===== src/rtl/wi_weight_store_if.sv =====
// Request/response bundle for the weight store: read, burst, write and reinit requests in;
// registered read data with valid/done strobes and idle/init status out.
interface wi_weight_store_if #(
  parameter int DATA_W = 8,
  parameter int ADDR_W = 8
);
  logic [ADDR_W-1:0] add;
  logic              rd_req;
  logic              burst_req;
  logic [ADDR_W-1:0] burst_len;
  logic              wr_en;
  logic [ADDR_W-1:0] wr_addr;
  logic [DATA_W-1:0] wr_data;
  logic              reinit;
  logic [DATA_W-1:0] Wip;
  logic              rd_valid;
  logic              burst_done;
  logic              rdy;
  logic              busy;

  modport master (
    output add, rd_req, burst_req, burst_len, wr_en, wr_addr, wr_data, reinit,
    input  Wip, rd_valid, burst_done, rdy, busy
  );

  modport slave (
    input  add, rd_req, burst_req, burst_len, wr_en, wr_addr, wr_data, reinit,
    output Wip, rd_valid, burst_done, rdy, busy
  );
endinterface


===== src/rtl/wi_weight_store.sv =====
// Writable weight RAM with a hardware default fill; single and wrapping burst reads, latency 1.
// No backpressure: requests are only taken while rdy=1 and are dropped otherwise; writes are dropped during fill.
module wi_weight_store #(
  parameter int                DATA_W         = 8,
  parameter int                ADDR_W         = 8,
  parameter logic [DATA_W-1:0] INIT_VAL       = 8'h02,
  parameter logic [DATA_W-1:0] INIT_ADDR0_VAL = 8'h00
) (
  input logic              CS,
  input logic              cen,
  wi_weight_store_if.slave bus
);

  localparam int DEPTH = 1 << ADDR_W;

  localparam logic [1:0] ST_INIT  = 2'd0;
  localparam logic [1:0] ST_IDLE  = 2'd1;
  localparam logic [1:0] ST_BURST = 2'd2;

  logic [1:0]        state;
  logic [ADDR_W-1:0] cnt;
  logic [ADDR_W-1:0] ptr;
  logic [ADDR_W-1:0] remaining;
  logic [DATA_W-1:0] wip_q;
  logic              rd_valid_q;
  logic              burst_done_q;

  logic [DATA_W-1:0] mem [DEPTH];

  logic              mem_we;
  logic [ADDR_W-1:0] mem_waddr;
  logic [DATA_W-1:0] mem_wdata;

  // The fill sequencer owns the write port while in INIT, so run-time writes are simply dropped there.
  always_comb begin
    mem_we    = 1'b0;
    mem_waddr = bus.wr_addr;
    mem_wdata = bus.wr_data;
    if (state == ST_INIT) begin
      mem_we    = 1'b1;
      mem_waddr = cnt;
      mem_wdata = (cnt == '0) ? INIT_ADDR0_VAL : INIT_VAL;
    end else if (bus.wr_en) begin
      mem_we = 1'b1;
    end
  end

  always_ff @(posedge CS) begin
    if (mem_we) begin
      mem[mem_waddr] <= mem_wdata;
    end
  end

  // The first burst word is fetched on the accepting edge; ptr/remaining then track the words still owed.
  always_ff @(posedge CS or negedge cen) begin
    if (!cen) begin
      state        <= ST_INIT;
      cnt          <= '0;
      ptr          <= '0;
      remaining    <= '0;
      wip_q        <= '0;
      rd_valid_q   <= 1'b0;
      burst_done_q <= 1'b0;
    end else begin
      rd_valid_q   <= 1'b0;
      burst_done_q <= 1'b0;
      case (state)
        ST_INIT: begin
          cnt <= cnt + 1'b1;
          if (cnt == '1) begin
            state <= ST_IDLE;
          end
        end
        ST_IDLE: begin
          if (bus.reinit) begin
            cnt   <= '0;
            state <= ST_INIT;
          end else if (bus.burst_req) begin
            wip_q        <= mem[bus.add];
            rd_valid_q   <= 1'b1;
            ptr          <= bus.add + 1'b1;
            remaining    <= bus.burst_len;
            burst_done_q <= (bus.burst_len == '0);
            state        <= ST_BURST;
          end else if (bus.rd_req) begin
            wip_q      <= mem[bus.add];
            rd_valid_q <= 1'b1;
          end
        end
        ST_BURST: begin
          if (remaining == '0) begin
            state <= ST_IDLE;
          end else begin
            wip_q        <= mem[ptr];
            rd_valid_q   <= 1'b1;
            ptr          <= ptr + 1'b1;
            remaining    <= remaining - 1'b1;
            burst_done_q <= (remaining == ADDR_W'(1));
          end
        end
        default: state <= ST_INIT;
      endcase
    end
  end

  assign bus.Wip        = wip_q;
  assign bus.rd_valid   = rd_valid_q;
  assign bus.burst_done = burst_done_q;
  assign bus.rdy        = (state == ST_IDLE);
  assign bus.busy       = (state == ST_INIT);

endmodule


===== src/flat_wrapper.sv =====
// flat-port wrapper written by rule: the top's interface ports become plain ports
module wi_weight_store_flat 
#(
  parameter int                DATA_W         = 8,
  parameter int                ADDR_W         = 8,
  parameter logic [DATA_W-1:0] INIT_VAL       = 8'h02,
  parameter logic [DATA_W-1:0] INIT_ADDR0_VAL = 8'h00
)
  (CS, cen, bus_add, bus_rd_req, bus_burst_req, bus_burst_len, bus_wr_en, bus_wr_addr, bus_wr_data, bus_reinit, bus_Wip, bus_rd_valid, bus_burst_done, bus_rdy, bus_busy);
  wi_weight_store_if #(.DATA_W(DATA_W), .ADDR_W(ADDR_W)) bus_i ();
  input logic CS;
  input logic cen;
  input wire logic [$bits(bus_i.add)-1:0] bus_add;
  input wire logic [$bits(bus_i.rd_req)-1:0] bus_rd_req;
  input wire logic [$bits(bus_i.burst_req)-1:0] bus_burst_req;
  input wire logic [$bits(bus_i.burst_len)-1:0] bus_burst_len;
  input wire logic [$bits(bus_i.wr_en)-1:0] bus_wr_en;
  input wire logic [$bits(bus_i.wr_addr)-1:0] bus_wr_addr;
  input wire logic [$bits(bus_i.wr_data)-1:0] bus_wr_data;
  input wire logic [$bits(bus_i.reinit)-1:0] bus_reinit;
  output wire logic [$bits(bus_i.Wip)-1:0] bus_Wip;
  output wire logic [$bits(bus_i.rd_valid)-1:0] bus_rd_valid;
  output wire logic [$bits(bus_i.burst_done)-1:0] bus_burst_done;
  output wire logic [$bits(bus_i.rdy)-1:0] bus_rdy;
  output wire logic [$bits(bus_i.busy)-1:0] bus_busy;
  assign bus_i.add = bus_add;
  assign bus_i.rd_req = bus_rd_req;
  assign bus_i.burst_req = bus_burst_req;
  assign bus_i.burst_len = bus_burst_len;
  assign bus_i.wr_en = bus_wr_en;
  assign bus_i.wr_addr = bus_wr_addr;
  assign bus_i.wr_data = bus_wr_data;
  assign bus_i.reinit = bus_reinit;
  assign bus_Wip = bus_i.Wip;
  assign bus_rd_valid = bus_i.rd_valid;
  assign bus_burst_done = bus_i.burst_done;
  assign bus_rdy = bus_i.rdy;
  assign bus_busy = bus_i.busy;
  wi_weight_store #(.DATA_W(DATA_W), .ADDR_W(ADDR_W), .INIT_VAL(INIT_VAL), .INIT_ADDR0_VAL(INIT_ADDR0_VAL)) u_core (.CS(CS), .cen(cen), .bus(bus_i));
endmodule

===== config.mk =====
export PLATFORM = sky130hd
export DESIGN_NAME = wi_weight_store_flat
export DESIGN_NICKNAME = d
export VERILOG_FILES = /design/src/rtl/wi_weight_store_if.sv /design/src/rtl/wi_weight_store.sv /design/src/flat_wrapper.sv
export SDC_FILE = /design/constraint.sdc
export NUM_CORES = 2
export LEC_CHECK = 0
export CAP_MARGIN = 20
export CORE_AREA = 3 3 451 453
export CTS_CLUSTER_SIZE = 20
export DETAILED_ROUTE_END_ITERATION = 6
export DIE_AREA = 0 0 454 456
export PLACE_DENSITY = 0.68
export SKIP_CTS_REPAIR_TIMING = 1
export SLEW_MARGIN = 30
export SYNTH_ARGS = -nofsm -noshare
export SYNTH_HDL_FRONTEND = slang
export SYNTH_SLANG_ARGS = --single-unit

===== constraint.sdc =====
create_clock -name CS -period 11 [get_ports CS]
set_input_delay 1.1 -clock CS [delete_from_list [all_inputs] [get_ports CS]]
set_output_delay 1.1 -clock CS [all_outputs]
set_load 0.01 [all_outputs]

== Yosys cells after proc, flatten, opt, wreduce, memory -nomap -nowiden ==
Memories as Yosys holds them, arrays and structs flattened.
Index checks and enable logic that the tools add are counted.
Cells by class
  add/subtract/negate cells: 4
  eq/ne operators: 12
  multiplexer cells: 36
  reduce and logical (&&, ||, !) cells: 10
Operators by type and width (count)
  8-bit 2-to-1 mux: 13
  8-bit one-hot mux with 2 select lines: 4
  8-bit by 1-bit adder with 8-bit output, second input constant: 3
  8-bit zero test: 3
  1-bit 2-to-1 mux: 11
  2-bit 2-to-1 mux: 5
  8-bit by 1-bit == test with 1-bit output, second input constant: 1
  8-bit == test, second input constant: 1
  2-bit != test, second input constant: 4
  4-bit AND reduction: 2
  8-bit by 1-bit subtractor with 8-bit output, second input constant: 1
  3-bit != test, second input constant: 2
  2-bit one-hot mux with 3 select lines: 1
  2-bit by 1-bit != test with 1-bit output, second input constant: 2
  1-bit one-hot mux with 2 select lines: 2
  2-bit nonzero test: 2
  3-bit AND reduction: 1
  2-bit by 1-bit == test with 1-bit output, second input constant: 1
  2-bit == test, second input constant: 1
  2-bit zero test: 1
  2-bit AND reduction: 1
Storage, ports and cells
  register bits: 36
  bits in writable memories: 2048
  input port bits: 38
  output and inout bits: 12
  word-level logic and storage cells: 70
  memories kept: 1
Memory list
  u_core.mem: words 256, bits a word 8, rd ports 2, clocked after Yosys merged registers in 0, write ports 1, RTL line wi_weight_store.sv:28  | logic [DATA_W-1:0] mem [DEPTH];

== Depth between registers and ports, before layout ==
An unclocked memory read counts as a cell.
  depth in word-level cells: 5
  gate-level depth with buffers: 15

== Worst setup path after synthesis ==
No wires, ideal clock.
  path type: register -> register
  from: register u_core.state[0]
  to: memory u_core.mem[0][1], data pin
  library setup time: 1731 ps
  data arrival time: 9023 ps
  data required time: 9269 ps
  setup slack: 247 ps
  stages on the path, launching flop included: 9
  path buffers: 4
  clock period less this slack: 10753 ps
  path through: dfrtp_1 -> inv_1 -> ha_1 -> clkbuf_1 -> clkbuf_1 -> clkbuf_1 -> buf_1 -> nor2_1 -> a31oi_1
On the way
  word-level cells in the longest chain between the ends: 2
RTL lines
  start, declared: RTL line wi_weight_store.sv:20  | logic [1:0] state;
  start signal, assigned: RTL line wi_weight_store.sv:57  | state <= ST_INIT;
  start signal, assigned: RTL line wi_weight_store.sv:71  | state <= ST_IDLE;
  start signal, assigned: RTL line wi_weight_store.sv:77  | state <= ST_INIT;
  2-bit zero test
  via bus_busy: RTL line flat_wrapper.sv:25  | output wire logic [$bits(bus_i.busy)-1:0] bus_busy;
  8-bit 2-to-1 mux: RTL line wi_weight_store.sv:39  | if (state == ST_INIT) begin
  via u_core.mem_wdata[1]: RTL line wi_weight_store.sv:32  | logic [DATA_W-1:0] mem_wdata;
  end, declared: RTL line wi_weight_store.sv:28
The timed path passes the listed nets, and every way through them passes these cells.

== Worst setup path in the final report ==
  from: register u_core.ptr[1]
  to: register u_core.wip_q[4], in the netlist u_core.bus.Wip[4]
On the way
  word-level cells in the longest chain between the ends: 3
RTL lines
  start, declared: RTL line wi_weight_store.sv:22  | logic [ADDR_W-1:0] ptr;
  start signal, assigned: RTL line wi_weight_store.sv:81  | ptr <= bus.add + 1'b1;
  start signal, assigned: RTL line wi_weight_store.sv:96  | ptr <= ptr + 1'b1;
  memory 256 x 8 bit
  8-bit 2-to-1 mux: RTL line wi_weight_store.sv:91  | if (remaining == '0) begin
  8-bit one-hot mux with 2 select lines: RTL line wi_weight_store.sv:67  | case (state)
  end signal, assigned: RTL line wi_weight_store.sv:79  | wip_q <= mem[bus.add];
  end signal, assigned: RTL line wi_weight_store.sv:86  | wip_q <= mem[bus.add];
  end signal, assigned: RTL line wi_weight_store.sv:94  | wip_q <= mem[ptr];
  end, declared: RTL line wi_weight_store.sv:24  | logic [DATA_W-1:0] wip_q;
Every way passes these cells. The select of a mux whose other input is x is not followed.
A chain may end at the register's enable or synchronous reset.

==> impl_metrics.tcl <==
set metrics [dict create \
    synth.top_cells.by_count "edfxtp_1, mux4_2, mux2i_1" \
    synth_cells 5690 \
    vias_per_cell 7.43 \
    setup_viol 0 \
    drc 1 \
    synth_edf_count 2048 \
    ant_nets 0 \
    register_area_um2 62400 \
    antenna_found_initial 23 \
    io-pin-count 50 \
    drt-total-wl_um 342000 \
    fin_crit_ns 5.40 \
    clockBufferDepth 3 \
    synthAdderAreaFrac_pct 0.113 \
    synth_top_family_by_area "multiplexers" \
    violations "design-rule violations" \
    synth_compound_area_share_pct 6.16 \
    dp_hpwl_um 216000 \
    worstPathArrival_ns 6.14 \
    area_delta_synth_final_pct 9.74 \
    synth_xor_area_share_pct 0.0526 \
    synth_mux_area_share_pct 24.2 \
    synthTopCellsByArea "edfxtp_1, mux4_2, mux2i_1" \
    cap_violations 0 \
    numCtsBuffers 211 \
    rr_worst_depth 11 \
    power_leakage_nw 34.5 \
    htree_levels 4 \
    initial_utilization_pct 50.0 \
    synth-async-reset-ratio_pct 1.73 \
    synth_warnings 0 \
    r2r_start "u_core.ptr[1]$_DFFE_PN0P_" \
    setup.worst_path.end_class "flop" \
    clock_skew_ns 0.0605 \
    layout_worst_path_cycle_share_pct 49.1 \
    portBuffers 49 \
    total_power_mw 25.5 \
    tritoncts "built" \
    die_h_um 456 \
    syn_avg_cell_area_um2 17.5 \
    multi_input_area_um2 34700 \
    rows 164 \
    num-nets-final 5698 \
    rsz0062_at_grt "no" \
    ys_seq_elements 2084 \
    yosysUniqueCellTypes 85 \
    drive_gt1_share_pct 25.2 \
    start_kind "flop" \
    grt_pass1_wl_um 473000 \
    hp-class "in2async" \
    grt_pass1_vias 60500 \
    dieArea_um2 207000 \
    overflow 0 \
    fmax_ghz 0.185 \
    gp_congestion 0.999 \
    reg2reg_slack_ns 5.60 \
    tightest_slew_ns 1.13 \
    synth_top_area_share_pct 61.6 \
    seq_area_frac_synth_pct 62.5 \
    final_max_slew_viol_count 0 \
    drt_iter0_drc 11200 \
    synth-main-ff-cell "edfxtp_1" \
    reg2reg_to "u_core.bus.Wip[4]$_DFFE_PN0P_" \
    drt-pass1-iter-count 7 \
    synth_area_leader_cell "edfxtp_1" \
    synth-simple-area-share_pct 3.74 \
    setup_tns_ns 0 \
    cp_max_fo 44 \
    groute.usage.overall_pct 32.6 \
    clk_latency_ns 0.89 \
    cts_root_buffer "clkbuf_16" \
    die_w_um 454 \
    holdWs_ns 0.325 \
    path_clk_slew_ns 0.06 \
    wl_per_cell_um 40.2 \
    yosysMostFrequentCell "edfxtp_1" \
    power_density_nw_per_um2 233 \
    nFillCells 15200 \
    synth_area_um2 99800 \
    outcome "finished with violations" \
    grt_max_degree 201 \
    worstSetupPathType "reg2reg" \
    hold_viol_final 0 \
    num_vias 63200 \
    core_area_um2 200000 \
    maxSlewHeadroom_pct 23.9 \
    postSynthNetCount 5737 \
    required_ns 11.74 \
    cts.sinks 2084 \
    peakVddDrop_v 0.000214 \
]
==> worst max-delay path, cell delays in order, from the launching register on <==
cell      delay, ns
dfrtp_4        1.01
buf_4          0.65
buf_4          0.69
and2_1         0.24
buf_4          0.28
a221oi_1       0.14
a21oi_1        0.17
o21ai_0        0.44
o221ai_1       0.62
o311ai_1       0.42
nand4_1        0.38
o21ai_0        0.14
==> cell type report <==
class / instances / share of cell area (%)
antenna: 19 / 0.0434
clock buffer: 252 / 5.01
clock inverter: 139 / 1.32
inverter: 20 / 0.0799
multi-input combinational: 3122 / 31.7
sequential: 2084 / 57.0
tap: 2656 / 3.03
timing repair buffer: 212 / 1.83
==> through the flow <==
stage	cell area, um^2	cells	utilization (%)	setup WS (ns)
2_1_floorplan	99800	5690	-	0.247
3_3_place_gp	102000	8090	51.1	5.51
3_5_place_dp	102000	8090	51.2	5.43
4_1_cts	109000	8481	54.7	5.97
5_1_grt	110000	8487	54.8	5.72
6_report	110000	8504	54.9	5.60
==> layout by cell type (no fill, tap or decap), drive strengths merged, types with 9 or more instances in the layout <==
cell type and instances:
a22oi 47, dfrtp 36, nor3 57, a21oi 172
and3 9, a211oi 38, o21ai 102, mux2 21
nand4 14, buf 170, a22o 19, o22ai 164
nor4 16, inv 24, or4 10, clkdlybuf4s50 42
a2111oi 11, a221oi 26, nor2b 27, edfxtp 2048
bufinv 24, clkbuf 252, ha 9, nand2b 30
o31ai 13, nand2 186, o221ai 157, diode 19
nor2 368, a31oi 25, mux4 817, a21o 12
mux2i 547, and2 12, clkinv 104, o211ai 19
nand3 74, o32ai 10
==> worst max path at each step <==
stage / from / end / slack (ns)
6_report: u_core.ptr[1]$_DFFE_PN0P_ / u_core.bus.Wip[4]$_DFFE_PN0P_ / 5.60
5_1_grt: u_core.ptr[0]$_DFFE_PN0P_ / u_core.bus.Wip[6]$_DFFE_PN0P_ / 5.72
4_1_cts: u_core.ptr[0]$_DFFE_PN0P_ / u_core.bus.Wip[6]$_DFFE_PN0P_ / 5.97
3_5_place_dp: bus_add[1] / u_core.bus.Wip[7]$_DFFE_PN0P_ / 5.43
3_3_place_gp: bus_add[1] / u_core.bus.Wip[0]$_DFFE_PN0P_ / 5.51
2_1_floorplan: u_core.state[0]$_DFFE_PN0P_ / u_core.mem[0][1]$_DFFE_PP_ / 0.25
==> routing by layer <==
metal | vias up | part of all wire [%] | track usage [%]
met5 | - | 0.063 | 0
met2 | 5311 | 44 | 46.5
li1 | 24000 | - | -
met1 | 32700 | 34 | 42.7
met3 | 1077 | 15 | 12.9
met4 | 18 | 6.6 | 18.0
==> registers in the layout, summed over array words and instances (netlist names) <==
signal / cells
u_core.cnt: 8
u_core.state: 2
u_core.mem: 2048
u_core.bus.burst_done: 1
u_core.ptr: 8
u_core.bus.Wip: 8
u_core.bus.rd_valid: 1
u_core.remaining: 8
==> logic make-up after synthesis <==
logic type               count (synthesis)
buffers and inverters                  484
XOR/XNOR                                 6
AO/OA/AOI/OAI                          886
flip-flops                            2084
AND/OR/NAND/NOR                        836
multiplexers                          1385
adder cells (fa/ha/maj)                  9
==> power breakdown <==
part	leakage, nW	switching (mW)	internal (mW)
logic	12.1	5.52	2.75
registers	19.0	0.273	9.64
clock network	3.40	3.17	4.13
Power figures use the tool's default switching activity.
